### config.mk
export PLATFORM = sky130hd
export DESIGN_NAME = core_lsu
export DESIGN_NICKNAME = d
export VERILOG_FILES = /design/src/rtl/core_lsu.sv
export SDC_FILE = /design/constraint.sdc
export NUM_CORES = 1
export LEC_CHECK = 0
export ABC_AREA = 1
export CORE_ASPECT_RATIO = 0.7
export CORE_MARGIN = 5
export CORE_UTILIZATION = 39
export DETAILED_ROUTE_END_ITERATION = 8
export PLACE_DENSITY_LB_ADDON = 0.05
export SYNTH_ARGS = -nofsm -noshare
export SYNTH_HDL_FRONTEND = slang
export SYNTH_SLANG_ARGS = --single-unit
### constraint.sdc
create_clock -name i_clk -period 1.63 [get_ports i_clk]
set_input_delay 0.489 -clock i_clk [delete_from_list [all_inputs] [get_ports i_clk]]
set_output_delay 0.489 -clock i_clk [all_outputs]
set_load 0.05 [all_outputs]
### src/rtl/core_lsu.sv
// rtl/core_lsu.sv - MEM-stage load/store unit with req/gnt/rvalid data bus
// Optional LSU_MISALIGN_TRAP_EN: flag misaligned accesses instead of aligning them down.
module core_lsu #(
   parameter int XLEN = 32
) (
   input  logic            i_clk,
   input  logic            i_rst,
   input  logic            i_valid,
   input  logic            i_mem_read,
   input  logic            i_mem_write,
   input  logic [2:0]      i_funct3,
   input  logic [XLEN-1:0] i_addr,
   input  logic [XLEN-1:0] i_wdata,
   input  logic [4:0]      i_rd,
   output logic            o_stall,
   output logic            o_dmem_req,
   output logic            o_dmem_we,
   output logic [XLEN-1:0] o_dmem_addr,
   output logic [3:0]      o_dmem_be,
   output logic [XLEN-1:0] o_dmem_wdata,
   input  logic            i_dmem_gnt,
   input  logic            i_dmem_rvalid,
   input  logic [XLEN-1:0] i_dmem_rdata,
   output logic            o_wb_valid,
   output logic [4:0]      o_wb_rd,
   output logic [XLEN-1:0] o_wb_data,
   output logic            o_misaligned
);

   localparam logic [1:0] S_IDLE = 2'd0;
   localparam logic [1:0] S_REQ  = 2'd1;
   localparam logic [1:0] S_RESP = 2'd2;
   localparam logic [1:0] S_DONE = 2'd3;

   logic [1:0]      state;
   logic            load_q;
   logic [2:0]      funct3_q;
   logic [1:0]      off_q;
   logic [4:0]      rd_q;

   logic            is_mem;
   logic            mis_acc;
   logic [3:0]      st_be;
   logic [XLEN-1:0] st_wdata;
   logic [7:0]      ld_byte;
   logic [15:0]     ld_half;
   logic [XLEN-1:0] ld_data;

   assign is_mem  = i_valid & (i_mem_read | i_mem_write);
   assign o_stall = ((state == S_IDLE) & is_mem) | (state == S_REQ) | (state == S_RESP);

`ifdef LSU_MISALIGN_TRAP_EN
   assign mis_acc = ((i_funct3[1:0] == 2'b01) & i_addr[0]) |
                    ((i_funct3 == 3'b010) & (i_addr[1:0] != 2'b00));
`else
   assign mis_acc = 1'b0;
`endif

   always_comb begin
      st_be    = 4'b1111;
      st_wdata = i_wdata;
      case (i_funct3)
         3'b000: begin
            st_be    = 4'b0001 << i_addr[1:0];
            st_wdata = {4{i_wdata[7:0]}};
         end
         3'b001: begin
            st_be    = 4'b0011 << {i_addr[1], 1'b0};
            st_wdata = {2{i_wdata[15:0]}};
         end
         default: ;
      endcase
   end

   // Lane selection ignores any misalignment the trap logic did not catch.
   always_comb begin
      ld_byte = i_dmem_rdata[7:0];
      case (off_q)
         2'd1:    ld_byte = i_dmem_rdata[15:8];
         2'd2:    ld_byte = i_dmem_rdata[23:16];
         2'd3:    ld_byte = i_dmem_rdata[31:24];
         default: ;
      endcase
      ld_half = off_q[1] ? i_dmem_rdata[31:16] : i_dmem_rdata[15:0];
      case (funct3_q)
         3'b000:  ld_data = {{24{ld_byte[7]}}, ld_byte};
         3'b001:  ld_data = {{16{ld_half[15]}}, ld_half};
         3'b100:  ld_data = {24'd0, ld_byte};
         3'b101:  ld_data = {16'd0, ld_half};
         default: ld_data = i_dmem_rdata;
      endcase
   end

   always_ff @(posedge i_clk) begin
      if (i_rst) begin
         state        <= S_IDLE;
         load_q       <= 1'b0;
         funct3_q     <= 3'd0;
         off_q        <= 2'd0;
         rd_q         <= 5'd0;
         o_dmem_req   <= 1'b0;
         o_dmem_we    <= 1'b0;
         o_dmem_addr  <= '0;
         o_dmem_be    <= 4'd0;
         o_dmem_wdata <= '0;
         o_wb_valid   <= 1'b0;
         o_wb_rd      <= 5'd0;
         o_wb_data    <= '0;
         o_misaligned <= 1'b0;
      end else begin
         case (state)
            S_IDLE: begin
               if (is_mem) begin
                  load_q   <= i_mem_read;
                  funct3_q <= i_funct3;
                  off_q    <= i_addr[1:0];
                  rd_q     <= i_rd;
                  if (mis_acc) begin
                     o_misaligned <= 1'b1;
                     state        <= S_DONE;
                  end else begin
                     o_dmem_req  <= 1'b1;
                     o_dmem_we   <= ~i_mem_read;
                     o_dmem_addr <= {i_addr[XLEN-1:2], 2'b00};
                     if (i_mem_read) begin
                        o_dmem_be    <= 4'b1111;
                        o_dmem_wdata <= '0;
                     end else begin
                        o_dmem_be    <= st_be;
                        o_dmem_wdata <= st_wdata;
                     end
                     state <= S_REQ;
                  end
               end
            end
            S_REQ: begin
               if (i_dmem_gnt) begin
                  o_dmem_req <= 1'b0;
                  state      <= load_q ? S_RESP : S_DONE;
               end
            end
            S_RESP: begin
               if (i_dmem_rvalid) begin
                  o_wb_valid <= 1'b1;
                  o_wb_rd    <= rd_q;
                  o_wb_data  <= ld_data;
                  state      <= S_DONE;
               end
            end
            default: begin
               o_wb_valid   <= 1'b0;
               o_misaligned <= 1'b0;
               state        <= S_IDLE;
            end
         endcase
      end
   end

endmodule

# Word level (Yosys, flattened, before mapping)
# Cells that the tools add are included.
[totals]
reg_bits = 119
inputBits = 111
[classes]
eq_ne = 12
n_shift = 2
n_mux = 17
bitwise_logic = 7
reduce_logical = 10
[ops]
columns = ["cell", "count"]
rows = [
  ["case mux 32 bit (4 select lines)", 1],
  ["case mux 32 bit (2 select lines)", 1],
  ["2-to-1 mux 32 bit", 1],
  ["case mux 8 bit (3 select lines)", 1],
  ["2-to-1 mux 16 bit", 1],
  ["case mux 4 bit (2 select lines)", 1],
  ["== test 2 bit (second input constant)", 3],
  ["== test 3 x 1 -> 1 bit (second input constant)", 2],
  ["== test 3 bit (second input constant)", 2],
  ["zero test 3 bit", 2],
  ["2-to-1 mux 2 bit", 3],
  ["!= test 2 bit (second input constant)", 3],
  ["case mux 2 bit (3 select lines)", 1],
  ["AND reduction 2 bit", 3],
  ["AND reduction 3 bit", 2],
  ["== test 2 x 1 -> 1 bit (second input constant)", 2],
  ["2-to-1 mux 1 bit", 4],
  ["2-to-1 mux 4 bit", 1],
  ["case mux 1 bit (2 select lines)", 2],
  ["left shift 1 x 2 -> 4 bit (first input constant)", 1],
  ["left shift 2 x 2 -> 4 bit (first input constant)", 1],
  ["OR 1 bit", 3],
  ["AND 1 bit", 2],
  ["zero test 2 bit", 1],
  ["3 further kinds", 4],
]

# Logic depth before layout (Yosys ltp)
# Gate-level depths: netlist of run 1.
[depth]
ltp_word = 5
ltp_mapped = 9
ltp_nobuf = 8

# Least setup slack after synthesis of run 1
# No wires, ideal clock.
[synth_path]
path_type = "register -> output"
startpoint = "register state[0]"
endpoint = "output o_stall"
arrival_ns = 1.563
required_time_ns = 1.141
slack_ns = -0.422
stages_incl_launch_ff = 9
path_buffers = 2
cell_sequence = "dfxtp_1 inv_1 ha_1 inv_2 nor2_4 inv_2 buf_4 buf_2 nand3_1"
[synth_between]
elab_chain_len = 4
word_cells_on_any_way = 6
[synth_rtl]
columns = ["element", "line", "source"]
rows = [
  ["from (decl)", "35", "logic [1:0] state;"],
  ["from (signal assigned)", "139", "state <= load_q ? S_RESP : S_DONE;"],
  ["zero test 2 bit", "50", "assign o_stall = ((state == S_IDLE) & is_mem) | (state == S_REQ) | (state == S_RESP);"],
  ["AND 1 bit", "50", ""],
  ["OR 1 bit", "50", ""],
  ["OR 1 bit *", "50", ""],
  ["to (decl)", "15", "output logic o_stall,"],
]
# Mark *: on every way between the ends. The rest lies on a longest branch, timed or not.

# Worst setup path in the final report of run 1
# Same ends and word-level chain as after synthesis.

==> impl_results.rst, run 1 <==
.. list-table::
   :header-rows: 1

   * - Metric
     - Value
   * - Fraction of the mapped netlist area in compound gates
     - a little under a fifth
   * - Number of cells traversed by the worst hold path
     - 2
   * - Fraction of power consumed by sequential logic
     - 27.6%
   * - Worst R2R End
     - state[0]
   * - Fraction of met2 tracks used by global routing
     - 38.7%
   * - Min-Delay Path Class
     - in -> reg
   * - Final nets
     - approximately 1100
   * - FP Rows
     - 35
   * - CP top delay family
     - flip-flops
   * - Ratio of cells with drive above 1 in the final layout
     - approximately 25%
   * - Sw power
     - between 0.005 and 0.006 W
   * - Highest net fanout along the worst path
     - 3
   * - Critical path endpoint category
     - primary output
   * - Iter 0 DRT Violations
     - 257
   * - Post-synth top area share
     - between 40 and 50%
   * - Violations in the final reports
     - negative setup slack
   * - Cells after synthesis
     - 760
   * - Slew Limit Fails
     - 0
   * - GR met3 Demand/Resource
     - about 8%
   * - Design Area, Final
     - 9910 sq um
   * - Cell types occupying the most area after synthesis
     - sky130_fd_sc_hd__dfxtp_1 (45%), sky130_fd_sc_hd__nand2_1 (11%), sky130_fd_sc_hd__o21ai_0 (9.2%)
   * - Fin util
     - 74.4%
   * - Critical path buffers and inverters
     - 4
   * - DRT Pass-1 Iters
     - 5
   * - Clock power share
     - between 20% and 30%
   * - Detailed Place HPWL
     - 14.4 mm
   * - Highest clock frequency the design can meet
     - around 530 MHz
   * - Seq/Total Area, Yosys
     - 44.6%
   * - Clock latency on the worst-skew pair
     - 0.42 ns
   * - Cell repeated most along the worst path
     - sky130_fd_sc_hd__inv_4
   * - CTS buffer count
     - 17
   * - Synthesized cell area
     - approximately 5300 sq um
   * - Vias in the first global route
     - 5991
   * - Power density over the cells
     - between 1000 and 1500 nW/um^2
   * - Post-detailed-route wirelength per cell
     - around 16 um
   * - Wire length reported by the detailed router
     - around 20 mm
   * - Global Route met1 Usage
     - between 30 and 40%
   * - H-tree depth
     - 4
   * - Combinational cell fraction of total power
     - a little under half
   * - Remaining Overflow, GRT
     - 0
   * - Starting density of the core
     - around 40%
   * - Core Area
     - ~13000 sq um
   * - Overall die width
     - roughly 150 um
   * - Sw frac
     - between 30% and 40%
   * - Outcome
     - finished with violations
   * - Number of vias per cell after detailed routing
     - approximately 5.0
   * - Minimum setup slack after placement
     - -0.437 ns
   * - Post-synthesis sequential element count
     - approximately 120
   * - Number of port buffers
     - approximately 220
   * - Endpoint, Worst Hold
     - load_q
   * - Data required time at the worst endpoint
     - 1.14 ns
   * - Worst Setup Slack, final
     - -0.242 ns
   * - Count of yosys warnings during synthesis
     - 0
   * - Reg clk slew, reported paths
     - around 0.06 ns
   * - Worst-case clock buffer depth
     - 2
   * - Main combinational cell family by area after synthesis
     - simple AND/OR/NAND/NOR gates
   * - Clock root buffer
     - sky130_fd_sc_hd__clkbuf_16
   * - Final period demand of the worst path
     - between 1.5 and 2 ns
   * - Area leader, netlist
     - sky130_fd_sc_hd__dfxtp_1
   * - Xor/xnor cell area share of the yosys netlist
     - 0%
   * - Wire length of the first global-routing pass
     - 30.7 mm
   * - Sink Count
     - ~120
   * - Slowest cell on crit path
     - sky130_fd_sc_hd__dfxtp_4
   * - Startpoint class of the critical path
     - flip-flop
   * - I/O pin cnt
     - around 220
   * - RSZ-0062 raised after global routing
     - yes
   * - CTS tree
     - done
   * - Commonest cells after routing, fill and taps aside
     - sky130_fd_sc_hd__nand2_1 (162), sky130_fd_sc_hd__dfxtp_1 (117), sky130_fd_sc_hd__nor2_1 (116), sky130_fd_sc_hd__buf_12 (116), sky130_fd_sc_hd__clkdlybuf4s50_1 (106)
   * - Global Route Usage Sum
     - between 20% and 30%
   * - Cell Area, Placed
     - around 9100 sq um
   * - Max IR drop VDD
     - around 950 uV
   * - Count of vias placed by the detailed router
     - 6022
   * - Internal reg-to-reg setup slack
     - about 0.090 ns
   * - Die area
     - 16200 sq um
   * - CP Data Arrival Time
     - about 1.4 ns
   * - Simple-gate share of the synthesized area
     - 26.0%
   * - Number of antenna violations at the first check in global routing
     - 2
   * - Number of filler cells placed in the layout
     - between 900 and 1000
   * - Maximum cell stage delay along the critical path
     - 0.37 ns
   * - Number of violations of the max-capacitance limit
     - 0
   * - Remaining number of nets flagged by the antenna check after routing
     - 0
   * - Post-synthesis mux area share
     - 0%
   * - Adder and majority cell fraction of the synthesized area
     - less than 1%
   * - Distinct cell type count of the synthesized netlist
     - 30
   * - Startpoint of the most critical hold path
     - i_rst
   * - Layer carrying the most global-route usage
     - met2
   * - Final setup fails
     - 1
   * - Layout area overhead
     - 85.4%
   * - # placed instances
     - about 1200
   * - Final setup TNS
     - -0.242 ns
   * - Most common cell after layout, fill and taps aside
     - sky130_fd_sc_hd__nand2_1
   * - RePlAce Congestion
     - roughly 0.87
   * - Depth of the most critical reg-to-reg path
     - 8
   * - Final instance count without filler cells
     - 1215
   * - Worst setup skew after layout
     - just under 0.009 ns
   * - Hold violation total from the final report
     - 0
   * - Int Pwr
     - between 0.008 and 0.009 W
   * - Cells along the critical path
     - inv_4 > ha_4 > inv_4 > nor2_4 > inv_2 > nand3_4 > buf_12
   * - Pin count of the biggest net entering global routing
     - 67
   * - Setup Crit Path Kind
     - reg -> out
   * - Crit share post-route
     - 115%
   * - Residual DRC
     - 0
   * - Reg2reg start
     - state[1]
   * - Leakage
     - 4.23 nW
   * - Chip height
     - 108 um
   * - Synthesized area divided by synthesized cell count
     - 7.03 sq um
==> metal layers <==
layer	vias up	wire (um)
met5	-	7
li1	2958	-
met1	2795	8600
met4	2	266
met3	20	1810
met2	247	9240
==> synthesized netlist by cell type (all sizes together) <==
master    n
o211ai    1
o21ai   112
ha        4
nand4    18
clkbuf   25
nor2    120
inv      62
nand3     9
nor3      4
clkinv    1
a21oi    77
or2      13
a211oi    2
nand2   166
buf      25
conb      1
a31oi     1
dfxtp   119
==> metrics by stage <==
step | power [W] | hold slack, ns
2_1_floorplan | 0.00743 | 0.429
6_report | 0.0148 | 0.396
5_1_grt | 0.0154 | 0.396
3_5_place_dp | 0.0108 | 0.465
4_1_cts | 0.0146 | 0.375
3_3_place_gp | 0.0107 | 0.443
==> kinds of logic after synthesis <==
group | Yosys count
DFF | 119
AOI/OAI and AO/OA | 193
and+or+nand+nor | 330
adders and majority gates | 4
buffers and inverters | 113
other | 1
==> cell type report <==
class	count	area (sq um)	share of cell area [%]
tap	185	231	2.34
sequential	119	2390	24.1
multi-input combinational	530	2530	25.6
inverter	63	246	2.49
antenna	1	2.50	0.0252
timing repair buffer	286	3930	39.6
clock buffer	17	425	4.29
clock inverter	14	154	1.55
==> registers in the layout (all words and copies together) (netlist names) <==
signal        flops
o_wb_data        32
funct3_q          3
o_dmem_wdata     32
load_q            1
o_dmem_be         4
rd_q              5
o_dmem_addr      30
o_wb_valid        1
off_q             2
state             2
o_dmem_req        1
o_dmem_we         1
o_wb_rd           5
==> worst max path at each step <==
stage,start,endpoint,slack (ns),cells past startpoint
2_1_floorplan,i_mem_read,o_stall,-0.07,6
3_3_place_gp,i_mem_read,o_stall,-0.42,6
3_5_place_dp,i_mem_read,o_stall,-0.44,6
4_1_cts,state[0],o_stall,-0.26,7
5_1_grt,state[0],o_stall,-0.28,7
6_report,state[0],o_stall,-0.24,7
==> power by group through the flow <==
stage          Clock [W]  Sequential [W]  Combinational, W
6_report         0.00367         0.00408           0.00704
5_1_grt          0.00384         0.00414           0.00746
3_5_place_dp           0         0.00411           0.00671
4_1_cts          0.00372         0.00406           0.00685
3_3_place_gp           0         0.00409           0.00662
2_1_floorplan          0         0.00544           0.00199
==> repair_timing <==
item                       CTS  global route
gates resized for setup      8            15
cloned                       1             3
pin swaps                    4             6
hold buffers                 0             0
buffers inserted             5             7
setup endpoints to repair    2            41
No activity file was read; power rests on OpenSTA's default activity.
==> run 2: changes to the inputs <==
- CORE_UTILIZATION: 39 -> 57
- DONT_BUFFER_PORTS: default -> 1
==> run 2 against run 1 <==
Compared with the run above: the run still ends with negative setup slack left; register-to-register slack got worse by 0.03 ns; cell count fell by 26%; critical path depth fell by 1; worst setup slack improved by 0.071 ns; sequential power rose by 37%; cell area fell by 37%; clock power fell by 2%; sequential cell count did not move.
==> impl_results.rst, run 2 (same netlist as run 1, synthesis figures left out) <==
.. list-table::
   :header-rows: 1

   * - Metric
     - Value
   * - Outcome
     - finished with violations
   * - Violations in the final reports
     - negative setup slack
   * - Setup Crit Path Kind
     - reg -> out
   * - Global Route Usage Sum
     - approximately a quarter
   * - Detailed Place HPWL
     - about 11 mm
   * - Number of port buffers
     - 0
   * - Wire length of the first global-routing pass
     - roughly 24 mm
   * - Worst setup skew after layout
     - ~0.0098 ns
   * - Biggest regs
     - o_dmem_wdata x32, o_wb_data x32, o_dmem_addr x30
   * - Transition at the pin with the smallest max-transition slack
     - 0.568 ns
   * - Worst-case clock buffer depth
     - 2
   * - Commonest cells after routing, fill and taps aside
     - sky130_fd_sc_hd__nand2_1 (162), sky130_fd_sc_hd__nor2_1 (116), sky130_fd_sc_hd__dfxtp_1 (116)
   * - # placed instances
     - about 860
   * - Critical path endpoint category
     - primary output
   * - Vias in the first global route
     - 4611
   * - Final instance count without filler cells
     - between 800 and 900
   * - Beginning of the critical path
     - state[1]
   * - Cell Area, Placed
     - approximately 5500 sq um
   * - Layout area overhead
     - 16.0%
   * - Overall die width
     - about 130 um
   * - Count of vias placed by the detailed router
     - ~5000
   * - Highest clock frequency the design can meet
     - roughly 560 MHz
   * - Power density over the cells
     - around 1900 nW/um^2
   * - FP Rows
     - 29
   * - CTS buffer count
     - 17
   * - CP Data Arrival Time
     - 1.31 ns
   * - Final nets
     - 875
   * - Highest net fanout along the worst path
     - 3
   * - Sink Count
     - 119
   * - Clock latency on the worst-skew pair
     - 0.41 ns
   * - Number of diodes added for antenna fixing
     - 0
   * - Hold violation total from the final report
     - 0
   * - Slew margin rel.
     - between 60% and 70%
   * - Crit share post-route
     - 110%
   * - Data required time at the worst endpoint
     - between 1 and 1.5 ns
   * - Worst Setup Slack, final
     - -0.171 ns
   * - Cells along the critical path
     - inv_4 > ha_4 > inv_2 > nor2_4 > inv_4 > nand3_4
   * - Slowest cell on crit path
     - sky130_fd_sc_hd__dfxtp_2
   * - Number of vias per cell after detailed routing
     - ~5.7
   * - H-tree depth
     - 4
   * - Design Area, Final
     - around 6200 sq um
   * - Max IR drop VDD
     - between 1000 and 1500 uV
   * - Number of filler cells placed in the layout
     - a little over 800
   * - Cell repeated most along the worst path
     - sky130_fd_sc_hd__inv_4
   * - RePlAce Congestion
     - 0.962
   * - Startpoint class of the critical path
     - flip-flop
   * - Number of antenna violations at the first check in global routing
     - 0
   * - Power after layout
     - 0.0118 W
   * - Remaining number of nets flagged by the antenna check after routing
     - 0
   * - Remaining Overflow, GRT
     - 0
   * - Wire length reported by the detailed router
     - 15.4 mm
   * - Min-Delay Path Class
     - in -> reg
   * - Die area
     - around 11000 sq um
   * - Core Area
     - around 9100 sq um
   * - CTS tree
     - done
   * - Residual DRC
     - 0
   * - RSZ-0062 raised after global routing
     - yes
   * - Final period demand of the worst path
     - 1.80 ns
   * - Minimum setup slack after placement
     - a little under 0.08 ns
   * - Chip height
     - 91.0 um
   * - Number of violations of the max-capacitance limit
     - 0
   * - Final setup TNS
     - -0.171 ns
   * - I/O pin cnt
     - about 220
   * - Final setup fails
     - 1
   * - Ratio of cells with drive above 1 in the final layout
     - 14.6%
   * - Starting density of the core
     - about three fifths
   * - Pin count of the biggest net entering global routing
     - 70
   * - DRT Pass-1 Iters
     - 5
   * - Startpoint of the most critical hold path
     - i_rst
   * - Post-detailed-route wirelength per cell
     - ~17 um
   * - Slew Limit Fails
     - 0
   * - Leakage
     - approximately 2.7 nW
   * - Clock root buffer
     - sky130_fd_sc_hd__clkbuf_16
   * - Reg clk slew, reported paths
     - ~0.050 ns
   * - Iter 0 DRT Violations
     - approximately 420
   * - Reg2reg start
     - state[1]
   * - Maximum cell stage delay along the critical path
     - between 0.3 and 0.4 ns
   * - Most common cell after layout, fill and taps aside
     - sky130_fd_sc_hd__nand2_1
run 2: cell count changes in the layout (fill, tap and decap cells not counted), moves of 2 or more:
cell                              previous run  this run
sky130_fd_sc_hd__clkdlybuf4s50_1           106         0
sky130_fd_sc_hd__buf_6                       2         0
sky130_fd_sc_hd__dfxtp_4                     2         0
sky130_fd_sc_hd__buf_4                      55        22
sky130_fd_sc_hd__dlygate4sd2_1               3         0
sky130_fd_sc_hd__dfxtp_2                     0         3
sky130_fd_sc_hd__clkinvlp_4                  5         7
sky130_fd_sc_hd__buf_12                    116         5
run 2: repair_timing:
action,in CTS,in global routing
endpoints found under the setup margin,1,47
hold buffers,0,0
setup buffers,4,1
gates cloned,0,2
pin swaps,3,5
endpoints found under the hold margin,0,0
gates resized for setup,4,10
run 2: layout make-up:
type                       instances  area, sq um  share of cell area [%]
multi-input combinational        530         2520                    40.6
tap                              124          155                    2.50
timing repair buffer              29          315                    5.08
clock inverter                    15          154                    2.48
clock buffer                      17          425                    6.86
inverter                          63          249                    4.02
sequential                       119         2390                    38.5
run 2: stage by stage:
stage                     util (%)  hold slack (ns)
after floorplan                  -            0.429
after CTS                     67.2            0.134
after global placement        60.5            0.444
final                         68.1            0.152
after global routing          68.1            0.134
after detailed placement      60.5            0.451
run 2: layer usage:
layer  share of wire [%]  track usage, %  routed length (um)
met1                  40            32.8                6150
met2                  44            37.4                6790
met3                  14            13.6                2160
met4                 2.2            8.75                 340
met5                   0               0                   0
run 2: final timing paths:
check                                        end  depth (start not counted)  slack, ns
worst min-delay path             o_dmem_wdata[0]                          1       0.15
worst max-delay path                     o_stall                          6      -0.17
worst max register to register  o_dmem_wdata[24]                         11       0.06
worst min register to register           rd_q[4]                          2       0.46
run 2: report_power, final:
group / total, W / leakage (nW) / internal, W / switching, W
combinational: 0.00262 / 1.43 / 0.000932 / 0.00168
sequential: 0.00557 / 0.974 / 0.00348 / 0.00209
clock: 0.00360 / 0.264 / 0.00225 / 0.00135
total: 0.0118 / 2.67 / 0.00666 / 0.00512
run 2: critical path: cells and delay by family, from the launching register on:
kind | cells | cell delay, ns
flip-flops | 1 | 0.36
adder cells (fa/ha/maj) | 1 | 0.15
AND/OR/NAND/NOR | 2 | 0.21
buffers and inverters | 3 | 0.18
